`config.mk`:
```
export PLATFORM = sky130hd
export DESIGN_NAME = waitx_client
export DESIGN_NICKNAME = d
export VERILOG_FILES = /design/src/rtl/waitx_pkg.sv /design/src/rtl/sync_ndff.sv /design/src/rtl/waitx_client.sv
export SDC_FILE = /design/constraint.sdc
export NUM_CORES = 1
export LEC_CHECK = 0
export CAP_MARGIN = 20
export CORE_ASPECT_RATIO = 0.8
export CORE_MARGIN = 2
export CORE_UTILIZATION = 40
export DETAILED_ROUTE_END_ITERATION = 6
export GPL_TIMING_DRIVEN = 0
export PLACE_DENSITY_LB_ADDON = 0.05
export SLEW_MARGIN = 0
export SYNTH_ARGS = -nofsm -noshare
export SYNTH_HDL_FRONTEND = slang
export SYNTH_SLANG_ARGS = --single-unit
```
`constraint.sdc`:
```
create_clock -name clk -period 4.05 [get_ports clk]
set_input_delay 0.81 -clock clk [delete_from_list [all_inputs] [get_ports clk]]
set_output_delay 0.81 -clock clk [all_outputs]
set_load 0.01 [all_outputs]
```
`src/rtl/waitx_pkg.sv`:
```
// waitx_pkg: shared types and constants for the WAITX client.
//   state_t    - client FSM states
//   RSP_*      - response codes reported on rsp_code
//   grant_code - maps a pair of synchronized grants onto a response code
package waitx_pkg;

  typedef enum logic [1:0] {
    ST_IDLE    = 2'd0,
    ST_ARM     = 2'd1,
    ST_RELEASE = 2'd2,
    ST_RESP    = 2'd3
  } state_t;

  localparam logic [1:0] RSP_TIMEOUT = 2'b00;
  localparam logic [1:0] RSP_G1      = 2'b01;
  localparam logic [1:0] RSP_G2      = 2'b10;
  localparam logic [1:0] RSP_BOTH    = 2'b11;

  // The code bits line up with the grants: bit0 = g1, bit1 = g2,
  // so both high maps to RSP_BOTH.
  function automatic logic [1:0] grant_code(input logic g1, input logic g2);
    return {g2, g1};
  endfunction

endpackage

```
`src/rtl/sync_ndff.sv`:
```
// sync_ndff: N-flop synchronizer for one asynchronous level signal.
//   clk - destination clock
//   rst - synchronous active-high reset, clears every stage
//   d   - asynchronous input
//   q   - synchronized output, STAGES rising edges after d settles
module sync_ndff #(
  parameter int STAGES = 2
) (
  input  logic clk,
  input  logic rst,
  input  logic d,
  output logic q
);

  logic [STAGES-1:0] ff;

  // Shift chain; stage 0 is the only flop that samples the async input.
  always_ff @(posedge clk) begin
    if (rst) begin
      ff <= '0;
    end else begin
      ff <= {ff[STAGES-2:0], d};
    end
  end

  assign q = ff[STAGES-1];

endmodule

```
`src/rtl/waitx_client.sv`:
```
// waitx_client: clocked initiator for the WAITX two-way wait element.
// Arms ctrl with a 4-phase return-to-zero handshake, synchronizes the
// g1/g2 grants and reports the winner (or a timeout) on a valid/ready port.
//   clk, rst            - clock, synchronous active-high reset
//   req_valid/req_ready - consumer asks for one wait cycle
//   ctrl                - registered WAITX arm line
//   g1, g2              - asynchronous grants from the WAITX macro
//   rsp_valid/rsp_ready - result handshake, rsp_code holds the result
//   cnt_g1, cnt_g2      - saturating win counters
//   err                 - sticky flag, both grants seen together
module waitx_client
  import waitx_pkg::*;
#(
  parameter int SYNC_STAGES = 2,
  parameter int TIMEOUT     = 16,
  parameter int CNT_W       = 16
) (
  input  logic             clk,
  input  logic             rst,
  input  logic             req_valid,
  output logic             req_ready,
  output logic             ctrl,
  input  logic             g1,
  input  logic             g2,
  output logic             rsp_valid,
  input  logic             rsp_ready,
  output logic [1:0]       rsp_code,
  output logic [CNT_W-1:0] cnt_g1,
  output logic [CNT_W-1:0] cnt_g2,
  output logic             err
);

  localparam int TMO_W = (TIMEOUT > 2) ? $clog2(TIMEOUT) : 1;
  localparam logic [TMO_W-1:0] TMO_LAST = TMO_W'(TIMEOUT - 1);

  logic g1_s, g2_s;
  state_t state, state_next;
  logic [TMO_W-1:0] tmo_cnt, tmo_next;
  logic [1:0] code, code_next;
  logic err_next, inc_g1, inc_g2;

  sync_ndff #(.STAGES(SYNC_STAGES)) u_sync_g1 (.clk(clk), .rst(rst), .d(g1), .q(g1_s));
  sync_ndff #(.STAGES(SYNC_STAGES)) u_sync_g2 (.clk(clk), .rst(rst), .d(g2), .q(g2_s));

  // Next-state, timeout counter, response code and error decisions.
  always_comb begin
    state_next = state;
    tmo_next   = tmo_cnt;
    code_next  = code;
    err_next   = err;
    inc_g1     = 1'b0;
    inc_g2     = 1'b0;
    case (state)
      ST_IDLE: begin
        // Grants are deliberately ignored here.
        if (req_valid && req_ready) begin
          state_next = ST_ARM;
          tmo_next   = '0;
          code_next  = RSP_TIMEOUT;
        end else begin
          state_next = ST_IDLE;
        end
      end
      ST_ARM: begin
        // A grant on the last timeout cycle still counts as a win.
        if (g1_s || g2_s) begin
          code_next  = grant_code(g1_s, g2_s);
          err_next   = err | (g1_s & g2_s);
          state_next = ST_RELEASE;
        end else if (tmo_cnt == TMO_LAST) begin
          code_next  = RSP_TIMEOUT;
          state_next = ST_RELEASE;
        end else begin
          tmo_next = tmo_cnt + TMO_W'(1);
        end
      end
      ST_RELEASE: begin
        if (g1_s && g2_s) begin
          code_next = RSP_BOTH;
          err_next  = 1'b1;
        end else if (g1_s || g2_s) begin
          // Late win: only a timed-out result may be replaced.
          if (code == RSP_TIMEOUT) begin
            code_next = grant_code(g1_s, g2_s);
          end else begin
            code_next = code;
          end
        end else begin
          state_next = ST_RESP;
          inc_g1     = (code == RSP_G1);
          inc_g2     = (code == RSP_G2);
        end
      end
      ST_RESP: begin
        if (rsp_ready) begin
          state_next = ST_IDLE;
        end else begin
          state_next = ST_RESP;
        end
      end
      default: begin
        state_next = ST_IDLE;
      end
    endcase
  end

  // State, datapath and registered outputs; handshake outputs follow state_next.
  always_ff @(posedge clk) begin
    if (rst) begin
      state     <= ST_IDLE;
      tmo_cnt   <= '0;
      code      <= RSP_TIMEOUT;
      err       <= 1'b0;
      cnt_g1    <= '0;
      cnt_g2    <= '0;
      ctrl      <= 1'b0;
      req_ready <= 1'b0;
      rsp_valid <= 1'b0;
    end else begin
      state     <= state_next;
      tmo_cnt   <= tmo_next;
      code      <= code_next;
      err       <= err_next;
      ctrl      <= (state_next == ST_ARM);
      req_ready <= (state_next == ST_IDLE);
      rsp_valid <= (state_next == ST_RESP);
      if (inc_g1 && (cnt_g1 != {CNT_W{1'b1}})) begin
        cnt_g1 <= cnt_g1 + CNT_W'(1);
      end
      if (inc_g2 && (cnt_g2 != {CNT_W{1'b1}})) begin
        cnt_g2 <= cnt_g2 + CNT_W'(1);
      end
    end
  end

  assign rsp_code = code;

endmodule

```
==> out/qor.txt, run 1 <==
Final Cell Area: 0.00318 mm²
Clock Path Buffers: 2
Max-cap check violation count: 0
CTS root buf: clkbuf_8
Logic pwr share: 7.3%
Commonest non-fill, non-tap cell in the layout: dfxtp_1
Commonest cells after routing, fill and taps aside: dfxtp_1 (48), clkdlybuf4s50_1 (42), a21oi_1 (25), nor2b_1 (20), nor2_1 (18)
Clock power share: 36.3%
Hold crit path type: reg -> reg
Max-slew violations: 0
Yosys warnings: 0
CP Class: reg -> reg
Fraction of the mapped netlist area in compound gates: 18.3%
Syn Area/Cell: 8.79 µm²
Max Used Layer: met4
Synthesized cell area: 0.00256 mm²
Max Freq: 433 MHz
Worst R2R Setup Slack: 1.74 ns
Post-DP HPWL: 4560 µm
Crit path time final: 2.31 ns
Post-synth EDFFs: 0
CP endpoint kind: flop
Ys async rst share: 0%
Routed len/inst: 15.0 µm
Number of buffers created by CTS: 5
First DRT Iteration DRCs: 100
# H-tree levels: 2
Synth Register Bits: 48
Net Sw Power: 0.214 mW
Outcome: completed
Largest net degree at the start of global routing: 16
# rows: 26
Detailed-route via count: 2368
RSZ-0062 raised after global routing: no
RD Place Congestion: 0.792
Vias per cell: 5.57
Post-CTS Resized: 0
CTS tree: yes
# diodes: 0
Main combinational cell family by area after synthesis: simple AND/OR/NAND/NOR gates
Sink Count: 48
Share of layout cells above drive strength 1: 6.74%
Vert. Die Dim: 75.5 µm
Slew HR: 59.0%
DRT Pass-1 Iters: 4
Residual DRC: 0
Post-Synth XOR/XNOR Area: 0.342%
Global-route wire length before repair: 10300 µm
Final period utilization: 57.1%
Area Growth Syn to Fin: 24.3%
I/O pin total: 44
Final nets: 353
Synth Area in Adders: 3.42%
Clk_lat worst skew: 0.30 ns
WP data required: 4.24 ns
Routed WL: 6370 µm
Initial antenna violation count: 0
Hold_sp: err$_SDFFE_PP0P_
Vias in the first global route: 2122
Clk pin slew, worst setup/hold paths: 0.10 ns
Area after DPL: 0.00308 mm²
Internal cell power: 0.644 mW
Worst Tran Pin Value: 0.610 ns
Worst Path Arrival: 2.50 ns
Reg-to-Reg Start: state[0]$_SDFF_PP0_
Hold-fix buffers, CTS: 0
Worst Clk Skew: 0.00994 ns
Port bufs: 42
Routed Antenna Nets: 0
Mux cell area share after synthesis: 4.79%
Count of final setup violators: 0
Worst-path maximum fanout: 10
DR WL met2: 2710 µm
Mapped Cells: 291
Metal-1 WL: 3420 µm
Synthesized Nets: 304
GRT overflow: 0
Core ar.: 0.00628 mm²
Wire length on met3: 197 µm
Chip Width: 93.4 µm
CP startpoint kind: flop
Sequential Power Share: 56.4%
Worst setup startpoint: state[0]$_SDFF_PP0_
Simple-gate share of the synthesized area: 31.3%
Leak pwr: 1.07 nW
Synth unique cells: 51
Fin Setup TNS: 0 ns
Max rail drop VDD: 129 µV
Post-CTS Repair Setup Buffers: 0
Final hold viol count: 0
Total Routing Usage GR: 18.6%
PD cells: 270 mW/mm²
Sequential share of the synthesized area: 37.6%
Top_reg_cell synth: dfxtp_1
Die Area: 0.00705 mm²
Initial core utilization: 40.7%
Net Sw Frac: 24.9%
==> power groups by stage <==
| stage | clock network [mW] | logic (mW) | registers (mW) |
|---|---|---|---|
| floorplan | 0 | 0.0404 | 0.495 |
| global placement | 0 | 0.0627 | 0.495 |
| detailed placement | 0 | 0.0629 | 0.495 |
| CTS | 0.325 | 0.0636 | 0.484 |
| global route | 0.342 | 0.0708 | 0.485 |
| finish | 0.311 | 0.0626 | 0.484 |
==> Yosys cell counts, types with 3 or more instances <==
library cell | count | share of area (%)
dfxtp_1 | 48 | 38
a21oi_1 | 25 | 4.9
nor2b_1 | 20 | 4.9
nor2_1 | 18 | 2.6
o21ai_0 | 15 | 2.9
nand3_1 | 14 | 2.7
nand4_1 | 12 | 2.9
or4_1 | 11 | 3.2
mux2_1 | 10 | 4.4
clkbuf_1 | 9 | 1.3
inv_1 | 9 | 1.3
or3_1 | 9 | 2.2
nor3_1 | 8 | 1.6
o31ai_1 | 8 | 2.3
ha_1 | 7 | 3.4
nand2_1 | 6 | 0.88
o41ai_1 | 6 | 2.1
buf_2 | 5 | 0.98
nor4_1 | 4 | 0.98
a311oi_1 | 3 | 1.0
and3_1 | 3 | 0.73
and4_1 | 3 | 1.0
nor4_2 | 3 | 1.5
nor4b_1 | 3 | 1.0
==> metrics by stage <==
| stage | setup WS (ns) | hold WS [ns] | utilization [%] | instances | total power, mW |
|---|---|---|---|---|---|
| detailed placement | 1.64 | 0.435 | 49.1 | 417 | 0.558 |
| floorplan | 2.13 | 0.414 | - | 291 | 0.535 |
| global placement | 1.65 | 0.435 | 49.1 | 417 | 0.558 |
| finish | 1.74 | 0.453 | 50.6 | 425 | 0.857 |
| CTS | 1.74 | 0.456 | 50.6 | 425 | 0.873 |
| global route | 1.60 | 0.482 | 50.6 | 425 | 0.897 |
==> sequential cells by signal, indices dropped and copies added (netlist names) <==
name / count
cnt_g1: 16
cnt_g2: 16
ctrl: 1
err: 1
req_ready: 1
rsp_code: 2
rsp_valid: 1
state: 2
tmo_cnt: 4
u_sync_g1.ff: 2
u_sync_g2.ff: 2
==> routing by layer <==
layer / track usage [%] / vias up
met3: 3.46 / 5
met1: 27.0 / 1108
met2: 28.8 / 41
met5: 0 / -
met4: 4.41 / 0
li1: - / 1214
==> worst max-delay path, stage by stage (launching register included) <==
cell     delay [ns]
dfxtp_1        0.36
inv_1          0.11
ha_1           0.17
nor3b_4        0.51
nand2_2        0.20
buf_6          0.20
nor4_2         0.30
mux2_1         0.34
==> final timing paths <==
check,end,depth (start not counted)
worst max-delay path,cnt_g1[10]$_SDFFE_PP0P_,7
worst max register to register,cnt_g1[10]$_SDFFE_PP0P_,7
worst min-delay path,err$_SDFFE_PP0P_,2
worst min register to register,err$_SDFFE_PP0P_,2
==> cells by family after synthesis <==
logic type,after synthesis
simple gates,128
mux,11
fa+ha+maj,7
xor+xnor,1
flops,48
compound gates,71
buf+inv,25
==> area by class of cell <==
type,instances,area (µm²)
Sequential cell,48,961
Multi-Input combinational cell,218,1490
Fill cell,622,3100
Inverter,9,33.8
Timing Repair Buffer,42,420
Buffer,16,73.8
Clock inverter,2,13.8
Clock buffer,6,82.6
Tap cell,84,105
Power figures use the tool's default switching activity.
==> inputs of run 2 (changes only) <==
==> constraint.sdc (replaced) <==
create_clock -name clk -period 2 [get_ports clk]
set_input_delay 0.4 -clock clk [delete_from_list [all_inputs] [get_ports clk]]
set_output_delay 0.4 -clock clk [all_outputs]
set_load 0.01 [all_outputs]
==> out/qor.txt, run 2 (synthesis gave the netlist of run 1 again) <==
CTS root buf: clkbuf_8 (unchanged)
Final nets: 362 (was 353)
Vert. Die Dim: 75.5 µm (unchanged)
Detailed-route via count: 2458 (was 2368)
Hold-fix buffers, CTS: 0 (unchanged)
Max-cap check violation count: 0 (unchanged)
# H-tree levels: 2 (unchanged)
First DRT Iteration DRCs: 125 (was 100)
Max rail drop VDD: 268 µV (was 129 µV)
Area after DPL: 0.00308 mm² (unchanged)
GRT overflow: 0 (unchanged)
Largest registers: cnt_g1 (16), cnt_g2 (16), tmo_cnt (4) (unchanged)
Post-DP HPWL: 4560 µm (unchanged)
Clock Path Buffers: 2 (unchanged)
Die Area: 0.00705 mm² (unchanged)
Global-route wire length before repair: 10600 µm (was 10300 µm)
Vias in the first global route: 2158 (was 2122)
Worst-path maximum fanout: 6 (was 10)
Worst Path Arrival: 2.17 ns (was 2.50 ns)
I/O pin total: 44 (unchanged)
Core ar.: 0.00628 mm² (unchanged)
Reg-to-Reg Start: cnt_g1[0]$_SDFFE_PP0P_ (was state[0]$_SDFF_PP0_)
Met2 Use GR: 29.7% (was 28.8%)
Area Growth Syn to Fin: 34.1% (was 24.3%)
Clk_lat worst skew: 0.30 ns (about the same)
Number of buffers created by CTS: 5 (unchanged)
Fin Setup TNS: 0 ns (unchanged)
Worst Tran Pin Value: 0.596 ns (was 0.610 ns)
Max Freq: 509 MHz (was 433 MHz)
Worst Clk Skew: 0.0145 ns (was 0.00994 ns)
Outcome: completed (unchanged)
Hold EP: err$_SDFFE_PP0P_ (unchanged)
Largest net degree at the start of global routing: 16 (unchanged)
R2R depth: 7 (unchanged)
Max-slew violations: 0 (unchanged)
Initial antenna violation count: 0 (unchanged)
Hold Path Depth: 2 (unchanged)
Routed Antenna Nets: 0 (unchanged)
RR Endpoint: cnt_g1[5]$_SDFFE_PP0P_ (was cnt_g1[10]$_SDFFE_PP0P_)
Residual DRC: 0 (unchanged)
Vias per cell: 5.66 (was 5.57)
# diodes: 0 (unchanged)
Clk pin slew, worst setup/hold paths: 0.10 ns (about the same)
Routed WL: 6770 µm (was 6370 µm)
Core Util, Final: 54.6% (was 50.6%)
Slew HR: 60.3% (was 59.0%)
# rows: 26 (unchanged)
Routed len/inst: 15.6 µm (was 15.0 µm)
RD Place Congestion: 0.792 (unchanged)
Worst R2R Setup Slack: 0.04 ns (was 1.74 ns)
Crit path time final: 1.96 ns (was 2.31 ns)
Commonest non-fill, non-tap cell in the layout: clkdlybuf4s50_1 (was dfxtp_1)
Final period utilization: 98.2% (was 57.1%)
Commonest cells after routing, fill and taps aside: clkdlybuf4s50_1 (42), dfxtp_1 (40), a21oi_1 (23), nor2b_1 (19), nor2_1 (18) (was dfxtp_1 (48), clkdlybuf4s50_1 (42), a21oi_1 (25), nor2b_1 (20), nor2_1 (18))
Sink Count: 48 (unchanged)
PD cells: 509 mW/mm² (was 270 mW/mm²)
Final hold viol count: 0 (unchanged)
Total Routing Usage GR: 19.0% (was 18.6%)
Hold crit path type: reg -> reg (unchanged)
Port bufs: 42 (unchanged)
CP Class: reg -> reg (unchanged)
DRT Pass-1 Iters: 4 (unchanged)
Final Cell Area: 0.00343 mm² (was 0.00318 mm²)
WP data required: 2.20 ns (was 4.24 ns)
CP startpoint kind: flop (unchanged)
Grt met1 use: 27.6% (was 27.0%)
Met3 usage: 3.46% (unchanged)
Total power: 1.75 mW (was 0.857 mW)
Leak pwr: 1.19 nW (was 1.07 nW)
Fillers: 585 (was 622)
CTS tree: yes (unchanged)
CP endpoint kind: flop (unchanged)
Initial core utilization: 40.7% (unchanged)
Count of final setup violators: 0 (unchanged)
Most used routing layer: met2 (unchanged)
Chip Width: 93.4 µm (unchanged)
Hold_sp: err$_SDFFE_PP0P_ (unchanged)
Share of layout cells above drive strength 1: 17.7% (was 6.74%)
[run 2: what timing repair did]
item,4_1_cts,5_1_grt
setup buffers,6,5
gates resized for setup,6,36
pin swaps,0,7
endpoints found under the setup margin,31,37
[run 2: layer usage]
| layer | vias up | part of all wire, % |
|---|---|---|
| met4 | 0 | 0.66 |
| met2 | 43 | 45 |
| met1 | 1175 | 51 |
| li1 | 1236 | - |
| met3 | 4 | 3.3 |
| met5 | - | 0 |
[run 2: area by class of cell]
cell class | instances | area (µm²) | area share, %
Sequential cell | 48 | 971 | 28.3
Multi-Input combinational cell | 218 | 1620 | 47.3
Clock buffer | 6 | 82.6 | 2.41
Clock inverter | 2 | 13.8 | 0.401
Inverter | 9 | 33.8 | 0.985
Timing Repair Buffer | 53 | 519 | 15.1
Buffer | 14 | 80.1 | 2.34
Tap cell | 84 | 105 | 3.07
[run 2: metrics by stage]
stage	instances	hold WS (ns)	setup WS, ns
finish	434	0.454	0.0368
global route	434	0.482	-0.0686
CTS	431	0.456	0.00513
detailed placement	417	0.435	-0.278
global placement	417	0.435	-0.290
floorplan	291	0.414	0.0816
[run 2: where the power goes]
part	internal, mW	total, mW	switching (mW)	leakage [nW]
clock network	0.284	0.632	0.348	0.0516
registers	0.970	0.980	0.0107	0.392
logic	0.0538	0.134	0.0798	0.745
[run 2: how the worst max path moves through the flow]
stage | to | start | slack (ns)
after global routing | cnt_g1[5]$_SDFFE_PP0P_ | cnt_g1[0]$_SDFFE_PP0P_ | -0.07
after detailed placement | cnt_g1[10]$_SDFFE_PP0P_ | state[0]$_SDFF_PP0_ | -0.28
final | cnt_g1[5]$_SDFFE_PP0P_ | cnt_g1[0]$_SDFFE_PP0P_ | 0.04
after global placement | cnt_g1[10]$_SDFFE_PP0P_ | state[0]$_SDFF_PP0_ | -0.29
after CTS | cnt_g2[11]$_SDFFE_PP0P_ | state[0]$_SDFF_PP0_ | 0.005
after floorplan | cnt_g1[5]$_SDFFE_PP0P_ | state[0]$_SDFF_PP0_ | 0.08
[run 2: critical path, stage by stage, from the launching register on]
cell and delay (ns):
dfxtp_2 0.38, ha_1 0.22, nand4_1 0.21, buf_4 0.22
nor4_4 0.30, buf_4 0.19, nor4_2 0.04, mux2_1 0.30
